[config.mk]
export PLATFORM = sky130hd
export DESIGN_NAME = alu_seq_flat
export DESIGN_NICKNAME = d
export VERILOG_FILES = /design/src/rtl/alu_seq_if.sv /design/src/rtl/alu_seq.sv /design/src/flat_wrapper.sv
export SDC_FILE = /design/constraint.sdc
export NUM_CORES = 1
export LEC_CHECK = 0
export BUFFER_PORTS_ARGS = -buffer_cell sky130_fd_sc_hd__buf_4
export CAP_MARGIN = 20
export CORE_ASPECT_RATIO = 1.2
export CORE_UTILIZATION = 40
export DETAILED_ROUTE_END_ITERATION = 6
export GPL_TIMING_DRIVEN = 0
export SYNTH_ARGS = -nofsm -noshare
export SYNTH_HDL_FRONTEND = slang
export SYNTH_SLANG_ARGS = --single-unit
[constraint.sdc]
create_clock -name clk -period 2.35 [get_ports clk]
set_input_delay 0.235 -clock clk [delete_from_list [all_inputs] [get_ports clk]]
set_output_delay 0.235 -clock clk [all_outputs]
set_load 0.03 [all_outputs]
[src/rtl/alu_seq_if.sv]
// Request/response bundle between a requester and the multi-byte ALU sequencer.
interface alu_seq_if #(parameter int NBYTES = 4);
  logic                  req_valid;
  logic                  req_ready;
  logic [3:0]            req_op;
  logic [8*NBYTES-1:0]   req_a;
  logic [8*NBYTES-1:0]   req_b;
  logic                  req_cin;
  logic                  rsp_valid;
  logic                  rsp_ready;
  logic [8*NBYTES-1:0]   rsp_y;
  logic                  rsp_cout;
  logic                  rsp_zout;

  modport master (
    output req_valid, req_op, req_a, req_b, req_cin, rsp_ready,
    input  req_ready, rsp_valid, rsp_y, rsp_cout, rsp_zout
  );

  modport slave (
    input  req_valid, req_op, req_a, req_b, req_cin, rsp_ready,
    output req_ready, rsp_valid, rsp_y, rsp_cout, rsp_zout
  );
endinterface

[src/rtl/alu_seq.sv]
// Runs one NBYTES-wide operation byte by byte through a shared 8-bit ALU.
// Define ALU_SEQ_VARLAT_EN to skip the ADD/SUB FIX cycle when nothing is pending.
module alu_seq #(
  parameter int NBYTES = 4
) (
  input  logic       clk,
  input  logic       rst_n,
  alu_seq_if.slave   bus,
  output logic [3:0] alu_op,
  output logic [7:0] alu_a,
  output logic [7:0] alu_b,
  output logic       alu_cin,
  input  logic [7:0] alu_y,
  input  logic       alu_cout,
  input  logic       alu_zout
);
  localparam int W = 8 * NBYTES;
  localparam logic [3:0] OP_ADD = 4'b0000;
  localparam logic [3:0] OP_SUB = 4'b1000;
  localparam logic [3:0] OP_ROR = 4'b0101;
  localparam logic [3:0] OP_ROL = 4'b0110;

  typedef enum logic [1:0] {IDLE, STEP, FIX, DONE} state_t;

  state_t         state, state_nx;
  logic [3:0]     op_q;
  logic [W-1:0]   a_q, b_q, y_q;
  logic [7:0]     partial_q;
  logic [2:0]     idx_q;
  logic           chain_q, c1_q, zacc_q;

  logic           is_arith, is_rot, last_byte, pend, skip_fix, commit;
  logic [1:0]     byte_sel;
  logic [7:0]     a_byte, b_byte;

  assign is_arith  = (op_q == OP_ADD) || (op_q == OP_SUB);
  assign is_rot    = (op_q == OP_ROR) || (op_q == OP_ROL);
  assign last_byte = (idx_q == 3'(NBYTES - 1));
  // ROR walks the operand from the top byte down so the chain bit flows right.
  assign byte_sel  = (op_q == OP_ROR) ? 2'(NBYTES - 1 - int'(idx_q)) : idx_q[1:0];
  assign a_byte    = a_q[{byte_sel, 3'b000} +: 8];
  assign b_byte    = b_q[{byte_sel, 3'b000} +: 8];
  // chain_q holds carry for ADD but no-borrow for SUB, so "pending" flips sense.
  assign pend      = (op_q == OP_ADD) ? chain_q : ~chain_q;

`ifdef ALU_SEQ_VARLAT_EN
  assign skip_fix = ~pend;
`else
  assign skip_fix = 1'b0;
`endif

  assign commit = ((state == STEP) && (!is_arith || skip_fix)) || (state == FIX);

  assign bus.req_ready = (state == IDLE);
  assign bus.rsp_valid = (state == DONE);
  assign bus.rsp_y     = y_q;
  assign bus.rsp_cout  = chain_q & (is_arith | is_rot);
  assign bus.rsp_zout  = zacc_q;

  always_comb begin
    state_nx = state;
    alu_op   = 4'b0000;
    alu_a    = 8'h00;
    alu_b    = 8'h00;
    alu_cin  = 1'b0;
    case (state)
      IDLE: if (bus.req_valid) state_nx = STEP;
      STEP: begin
        alu_op  = op_q;
        alu_a   = a_byte;
        alu_b   = b_byte;
        alu_cin = is_rot ? chain_q : 1'b0;
        if (is_arith && !skip_fix) state_nx = FIX;
        else if (last_byte)        state_nx = DONE;
      end
      FIX: begin
        alu_op   = op_q;
        alu_a    = partial_q;
        alu_b    = {7'd0, pend};
        state_nx = last_byte ? DONE : STEP;
      end
      DONE: if (bus.rsp_ready) state_nx = IDLE;
      default: state_nx = IDLE;
    endcase
  end

  always_ff @(posedge clk or negedge rst_n) begin
    if (!rst_n) begin
      state     <= IDLE;
      op_q      <= '0;
      a_q       <= '0;
      b_q       <= '0;
      y_q       <= '0;
      partial_q <= '0;
      idx_q     <= '0;
      chain_q   <= 1'b0;
      c1_q      <= 1'b0;
      zacc_q    <= 1'b0;
    end else begin
      state <= state_nx;
      case (state)
        IDLE: if (bus.req_valid) begin
          op_q    <= bus.req_op;
          a_q     <= bus.req_a;
          b_q     <= bus.req_b;
          chain_q <= bus.req_cin;
          idx_q   <= '0;
          zacc_q  <= 1'b1;
          y_q     <= '0;
        end
        STEP: begin
          if (is_arith && !skip_fix) begin
            partial_q <= alu_y;
            c1_q      <= alu_cout;
          end else if (is_arith || is_rot) begin
            chain_q <= alu_cout;
          end
        end
        // Byte and fix-up borrows combine as OR of borrows, i.e. AND of no-borrows.
        FIX: chain_q <= (op_q == OP_ADD) ? (c1_q | alu_cout) : (c1_q & alu_cout);
        default: ;
      endcase
      if (commit) begin
        y_q[{byte_sel, 3'b000} +: 8] <= alu_y;
        zacc_q <= zacc_q & alu_zout;
        idx_q  <= idx_q + 3'd1;
      end
    end
  end
endmodule

[src/flat_wrapper.sv]
// flat-port wrapper written by rule: the top's interface ports become plain ports
module alu_seq_flat 
#(
  parameter int NBYTES = 4
)
  (clk, rst_n, alu_op, alu_a, alu_b, alu_cin, alu_y, alu_cout, alu_zout, bus_req_valid, bus_req_op, bus_req_a, bus_req_b, bus_req_cin, bus_rsp_ready, bus_req_ready, bus_rsp_valid, bus_rsp_y, bus_rsp_cout, bus_rsp_zout);
  alu_seq_if #(.NBYTES(NBYTES)) bus_i ();
  input  logic clk;
  input  logic rst_n;
  output logic [3:0] alu_op;
  output logic [7:0] alu_a;
  output logic [7:0] alu_b;
  output logic alu_cin;
  input  logic [7:0] alu_y;
  input  logic alu_cout;
  input  logic alu_zout;
  input wire logic [$bits(bus_i.req_valid)-1:0] bus_req_valid;
  input wire logic [$bits(bus_i.req_op)-1:0] bus_req_op;
  input wire logic [$bits(bus_i.req_a)-1:0] bus_req_a;
  input wire logic [$bits(bus_i.req_b)-1:0] bus_req_b;
  input wire logic [$bits(bus_i.req_cin)-1:0] bus_req_cin;
  input wire logic [$bits(bus_i.rsp_ready)-1:0] bus_rsp_ready;
  output wire logic [$bits(bus_i.req_ready)-1:0] bus_req_ready;
  output wire logic [$bits(bus_i.rsp_valid)-1:0] bus_rsp_valid;
  output wire logic [$bits(bus_i.rsp_y)-1:0] bus_rsp_y;
  output wire logic [$bits(bus_i.rsp_cout)-1:0] bus_rsp_cout;
  output wire logic [$bits(bus_i.rsp_zout)-1:0] bus_rsp_zout;
  assign bus_i.req_valid = bus_req_valid;
  assign bus_i.req_op = bus_req_op;
  assign bus_i.req_a = bus_req_a;
  assign bus_i.req_b = bus_req_b;
  assign bus_i.req_cin = bus_req_cin;
  assign bus_i.rsp_ready = bus_rsp_ready;
  assign bus_req_ready = bus_i.req_ready;
  assign bus_rsp_valid = bus_i.rsp_valid;
  assign bus_rsp_y = bus_i.rsp_y;
  assign bus_rsp_cout = bus_i.rsp_cout;
  assign bus_rsp_zout = bus_i.rsp_zout;
  alu_seq #(.NBYTES(NBYTES)) u_core (.clk(clk), .rst_n(rst_n), .bus(bus_i), .alu_op(alu_op), .alu_a(alu_a), .alu_b(alu_b), .alu_cin(alu_cin), .alu_y(alu_y), .alu_cout(alu_cout), .alu_zout(alu_zout));
endmodule
==> impl_metrics.yaml, run 1 <==
grt:
  grt_first_pass_wirelength_um: 24400
  grtUsageTotal_pct: 21.7
  antenna_found_initial: 0
  grt.overflow.total: 0
  first_global_vias: 4643
  grt_max_degree: 83
critical_path:
  cp_top_family: "buffers and inverters"
  end_kind: "primary output"
  r2r-start: "u_core.state[0]"
  worstPathCellList: "and4bb_1, buf_6, xnor2_4, buf_8, mux2i_1, o211ai_1, buf_4"
  crit_start: "u_core.op_q[1]"
  worst-path-buf-inv: 3
  required_ps: 2120
  r2r_setup_slack_ps: 170
  crit_fanout: 10
  worstPathArrival_ps: 2190
  max_stage_delay_ps: 410
  rr_worst_depth: 6
  worstSetupStartpointType: "flip-flop"
  reg2reg_to: "u_core.a_q[1]"
  cp_slowest_cell: "dfrtp_2"
  crit_type: "reg2out"
pwr:
  p_leak_uw: 0.00375
  p_comb_share_pct: 49.2
  switching_share_pct: 38.9
  netSwitchingPower_uw: 4980
  peakVddDrop_uv: 984
  p_per_area_nw_per_um2: 1620
  total_power_uw: 12800
  p_seq_share_pct: 28.4
  power_frac_clock_pct: 22.4
  internal_power_uw: 7830
place:
  place.gp.congestion: 0.819
  io_buffers: 139
  post-place-cells: 793
  place_ws_ps: -184
  detailed_place_hpwl_um: 10800
drt:
  ant_nets: 0
  num_vias: 4391
  routed_via_density: 5.22
  drc: 0
  wl_per_cell_um: 18.0
  wl_um: 15100
  drt-initial-drc-count: 203
  firstDrtPassIters: 4
sta:
  setup_ws_ps: -77.9
  rsz0062_at_grt: "true"
  slew_violations: 0
  fmax_mhz: 412
  hold_viol: 0
  setup_viol: 14
  clock_skew_ps: 12.4
  fin_crit_sh_pct: 103
  relSlewSlack_pct: 51.3
  fin_tns_setup_ps: -463
  layout_min_cycle_time_ps: 2430
  tightest_slew_ps: 731
synth:
  netlist.top_cell.by_area: "dfrtp_1"
  ys_seq_area_share_pct: 51.2
  yosysUniqueCellTypes: 40
  synth_seq_cells: 116
  avgSynthCellArea_um2: 11.8
  yosys_warnings: 0
  synth_area_um2: 5670
  syn-num-nets: 572
  synth_top_cell_area_share_pct: 51.2
  synthTopCellsByArea: "dfrtp_1, mux2_2, mux2i_1, nand2_1, o211ai_1"
  synthCells: 482
clocking:
  cts_buffer_depth: 2
  numCtsBuffers: 17
  insertion_delay_ps: 420
  numClockSinks: 116
  cts-root-buf: "clkbuf_16"
  cts_tree: "done"
  h-tree-depth: 4
  clkTransAtPathRegs_ps: 60
run_status:
  violations: "setup timing"
  status: "finished, violations left"
die:
  fp.coreArea_um2: 13800
  fp.dieArea_um2: 14700
  die_h_um: 132
  start_util_pct: 41.0
  die_w_um: 111
  io_pins: 140
  rows: 47
final_layout:
  antenna_cells: 0
  nets: 747
  area_delta_synth_final_pct: 39.3
  drive_gt1_share_pct: 45.2
  instances_no_fill: 841
  layout_common_cells: "buf_4, dfrtp_1, mux2_2"
  mostFrequentLayoutCell: "buf_4"
  fillers: 1205
worst_hold_path:
  hold_path_end: "u_core.b_q[10]"
  whs_path_depth: 2
  worstHoldPathType: "in2reg"
  hold_path.startpoint: "bus_req_b[10]"
run:
  maxCapViolCount: 0
-- area by class of cell --
cell class / count / area [um^2] / share of cell area, %
tap: 171 / 214 / 2.71
inverter: 7 / 26.3 / 0.333
buffer: 24 / 170 / 2.15
clock inverter: 12 / 200 / 2.53
sequential: 116 / 2910 / 36.8
clock buffer: 20 / 457 / 5.78
timing repair buffer: 158 / 1250 / 15.8
multi-input combinational: 333 / 2680 / 33.9
-- state kept, by name (all words and copies together), names as in the netlist --
| signal | flops |
|---|---|
| u_core.c1_q | 1 |
| u_core.state | 2 |
| u_core.partial_q | 8 |
| u_core.bus.rsp_zout | 1 |
| u_core.chain_q | 1 |
| u_core.b_q | 32 |
| u_core.bus.rsp_y | 32 |
| u_core.op_q | 4 |
| u_core.idx_q | 3 |
| u_core.a_q | 32 |
-- cell usage after synthesis, drive strengths merged --
| master | count |
|---|---|
| a221oi | 1 |
| nor2b | 3 |
| inv | 6 |
| nand2b | 17 |
| o21a | 1 |
| and3 | 4 |
| nor2 | 2 |
| mux2 | 79 |
| buf | 11 |
| mux2i | 56 |
| nor4 | 1 |
| a21o | 1 |
| nand4bb | 1 |
| nor3 | 4 |
| clkbuf | 15 |
| and4bb | 1 |
| ha | 7 |
| o22ai | 7 |
| o211ai | 17 |
| nand2 | 76 |
| a31oi | 1 |
| xnor2 | 4 |
| nor3b | 1 |
| or3 | 3 |
| clkinv | 1 |
| dfrtp | 116 |
| o21ai | 12 |
| nand3 | 4 |
| a21oi | 24 |
| and2 | 6 |
-- routing by layer --
layer / wire (um) / global-route usage (%) / share of wire [%] / vias up
li1: - / - / - / 2048
met1: 6290 / 26.2 / 42 / 2197
met2: 7600 / 36.2 / 50 / 127
met3: 993 / 7.15 / 6.6 / 19
met4: 260 / 7.85 / 1.7 / 0
met5: 0 / 0 / 0 / -
-- worst max path at each step --
stage	endpoint	slack [ps]	cells after the start
2_1_floorplan	alu_b[1]	200	6
3_3_place_gp	u_core.a_q[14]	-170	6
3_5_place_dp	u_core.a_q[21]	-180	6
4_1_cts	alu_b[6]	-110	7
5_1_grt	alu_a[6]	-160	7
6_report	alu_a[6]	-80	7
-- timing repair --
item                       in CTS  in global routing
setup buffers                  13                  3
setup endpoints to repair      40                 16
pin swaps                       8                  5
hold endpoints to repair       34                  0
resized for setup              36                  9
hold buffers                    1                  0
cloned                          1                  0
-- kinds of logic after synthesis --
kind of cell / count (synthesis) / share of synthesized area, %
XOR/XNOR: 4 / 1.28
flip-flops: 116 / 51.2
AND/OR/NAND/NOR: 123 / 10.3
buffers and inverters: 33 / 2.65
AO/OA/AOI/OAI: 64 / 7.46
adder cells (fa/ha/maj): 7 / 1.54
multiplexers: 135 / 25.6
-- power groups by stage --
stage / Combinational [uW] / Sequential (uW) / Clock [uW]
final: 6300 / 3640 / 2870
after global placement: 5680 / 3670 / 0
after detailed placement: 5780 / 3720 / 0
after floorplan: 3610 / 4020 / 0
after CTS: 6240 / 3640 / 2910
after global routing: 6800 / 3760 / 3010
-- worst register-to-register path, cell delays in order (launching register included) --
cell and delay [ps]:
dfrtp_1 370, inv_2 80, ha_1 220, nand2_1 210
clkbuf_2 340, clkbuf_1 450, mux2_2 400
-- metrics by stage --
| stage | hold WS, ps | area (um^2) | util [%] |
|---|---|---|---|
| global route | 33.5 | 7900 | 57.1 |
| CTS | 30.8 | 7860 | 56.9 |
| detailed placement | 153 | 6960 | 50.4 |
| floorplan | -60.6 | 5670 | - |
| global placement | 468 | 6930 | 50.1 |
| finish | 40.1 | 7900 | 57.1 |
(Power assumes the default switching activity.)
==> run 2: changes to the inputs <==
--- a/config.mk
+++ b/config.mk
@@ -8,7 +8,7 @@
 export BUFFER_PORTS_ARGS = -buffer_cell sky130_fd_sc_hd__buf_4
 export CAP_MARGIN = 20
 export CORE_ASPECT_RATIO = 1.2
-export CORE_UTILIZATION = 40
+export CORE_UTILIZATION = 35
 export DETAILED_ROUTE_END_ITERATION = 6
 export GPL_TIMING_DRIVEN = 0
 export SYNTH_ARGS = -nofsm -noshare
==> run 2 against run 1 <==
Worst setup slack got worse by 22 ps. Combinational power increased by 3.3%. Power increased by 0.54%. Largest cell class unchanged. Design area increased by 0.41%. Highest routed layer unchanged. Global-route usage decreased by 1.8 points. The flow still finishes with violations (setup timing).
==> impl_metrics.yaml, run 2 (synthesized netlist as in run 1, its figures left out) <==
die:
  io_pins: 140
  die_h_um: 141
  rows: 50
  fp.coreArea_um2: 15700
  fp.dieArea_um2: 16700
  start_util_pct: 36.1
  die_w_um: 118
pwr:
  switching_share_pct: 39.5
  power_frac_clock_pct: 21.0
  netSwitchingPower_uw: 5090
  total_power_uw: 12900
  p_comb_share_pct: 50.6
  p_seq_share_pct: 28.4
  p_per_area_nw_per_um2: 1620
  p_leak_uw: 0.00372
  internal_power_uw: 7790
  peakVddDrop_uv: 563
sta:
  slew_violations: 0
  fmax_mhz: 408
  hold_viol: 0
  setup_viol: 16
  setup_ws_ps: -100
  rsz0062_at_grt: "true"
  tightest_slew_ps: 731
  fin_crit_sh_pct: 104
  clock_skew_ps: 7.36
  layout_min_cycle_time_ps: 2450
  relSlewSlack_pct: 51.3
critical_path:
  worst-path-buf-inv: 4
  crit_type: "reg2out"
  end_kind: "primary output"
  crit_fanout: 5
  worstSetupStartpointType: "flip-flop"
  cp_top_family: "buffers and inverters"
  required_ps: 2120
  worstPathCellList: "and4bb_1, buf_6, xnor2_4, buf_12, buf_8, mux2i_1, o211ai_1, buf_4"
  max_stage_delay_ps: 390
  worstPathArrival_ps: 2220
  cp_slowest_cell: "dfrtp_2"
grt:
  first_global_vias: 4665
  busiest_layer: "met2"
  grt_max_degree: 75
  grtUsageTotal_pct: 19.9
  grt.overflow.total: 0
  met3_usage_pct: 6.11
  grt_first_pass_wirelength_um: 25000
  antenna_found_initial: 0
  use_met2_pct: 33.1
  met1_usage_pct: 23.7
drt:
  routed_via_density: 4.99
  num_vias: 4364
  wl_um: 15600
  firstDrtPassIters: 4
  drt-initial-drc-count: 263
  wl_per_cell_um: 17.8
  ant_nets: 0
  drc: 0
final_layout:
  area_delta_synth_final_pct: 39.9
  nets: 743
  antenna_cells: 0
  fillers: 1436
  utilization_pct: 50.5
  mostFrequentLayoutCell: "buf_4"
  drive_gt1_share_pct: 45.6
  instances_no_fill: 874
  layout_common_cells: "buf_4, dfrtp_1, mux2_2"
worst_hold_path:
  worstHoldPathType: "in2reg"
clocking:
  numCtsBuffers: 17
  h-tree-depth: 4
  insertion_delay_ps: 430
  cts_tree: "done"
  clkTransAtPathRegs_ps: 60
  cts_buffer_depth: 2
  cts-root-buf: "clkbuf_16"
  numClockSinks: 116
run_status:
  violations: "setup timing"
  status: "finished, violations left"
place:
  io_buffers: 139
  post-place-cells: 830
  place.gp.congestion: 0.838
  detailed_place_hpwl_um: 11200
run:
  maxCapViolCount: 0
-- run 2: layer usage --
metal  vias up  wire length (um)
li1       2043                 -
met1      2159              6330
met2       141              7910
met3        21              1060
met4         0               260
met5         -                 0
-- run 2: path summary, 6_finish.rpt --
check                                 from         endpoint  slack, ps  cells past startpoint
setup / recovery            u_core.op_q[1]         alu_a[6]       -100                      8
hold / removal               bus_req_b[22]   u_core.b_q[22]         40                      2
setup reg to reg           u_core.state[1]   u_core.a_q[15]        220                      6
hold reg to reg             u_core.b_q[10]   u_core.b_q[10]        500                      1
max in group asynchronous            rst_n   u_core.a_q[24]       1330                      3
min in group asynchronous            rst_n  u_core.state[0]        300                      2
-- run 2: repair_timing --
action	4_1_cts	5_1_grt
gates resized for setup	32	19
pin swaps	8	10
endpoints found under the setup margin	46	16
gates cloned	2	0
hold buffers	1	0
setup buffers	12	0
endpoints found under the hold margin	42	0
-- run 2: power by group through the flow --
stage          combinational, uW  sequential, uW  clock, uW
6_report                    6510            3660       2700
5_1_grt                     7020            3790       2840
4_1_cts                     6530            3630       2740
3_5_place_dp                5840            3700          0
3_3_place_gp                5690            3660          0
2_1_floorplan               3610            4020          0
-- run 2: worst reg2reg max path: stages, from the launching register on --
cell and delay (ps):
dfrtp_1 350, inv_1 120, ha_1 230, nand2_1 230
clkbuf_2 340, clkbuf_2 360, mux2_2 380
-- run 2: metrics by stage --
stage | setup TNS [ps] | hold WS (ps) | setup WS [ps] | cell area, um^2
2_1_floorplan | 0 | -60.6 | 200 | 5670
3_5_place_dp | -4880 | 185 | -210 | 7010
5_1_grt | -2530 | 25.1 | -220 | 7930
3_3_place_gp | -4180 | 469 | -191 | 6970
4_1_cts | -1750 | 26.1 | -159 | 7890
6_report | -882 | 37.4 | -100 | 7930
-- run 2: cell type report --
type	count	area (um^2)	area share [%]
sequential	116	2910	36.7
clock inverter	11	150	1.89
clock buffer	21	470	5.93
multi-input combinational	333	2720	34.3
timing repair buffer	153	1230	15.5
buffer	25	168	2.11
inverter	7	26.3	0.331
tap	208	260	3.28
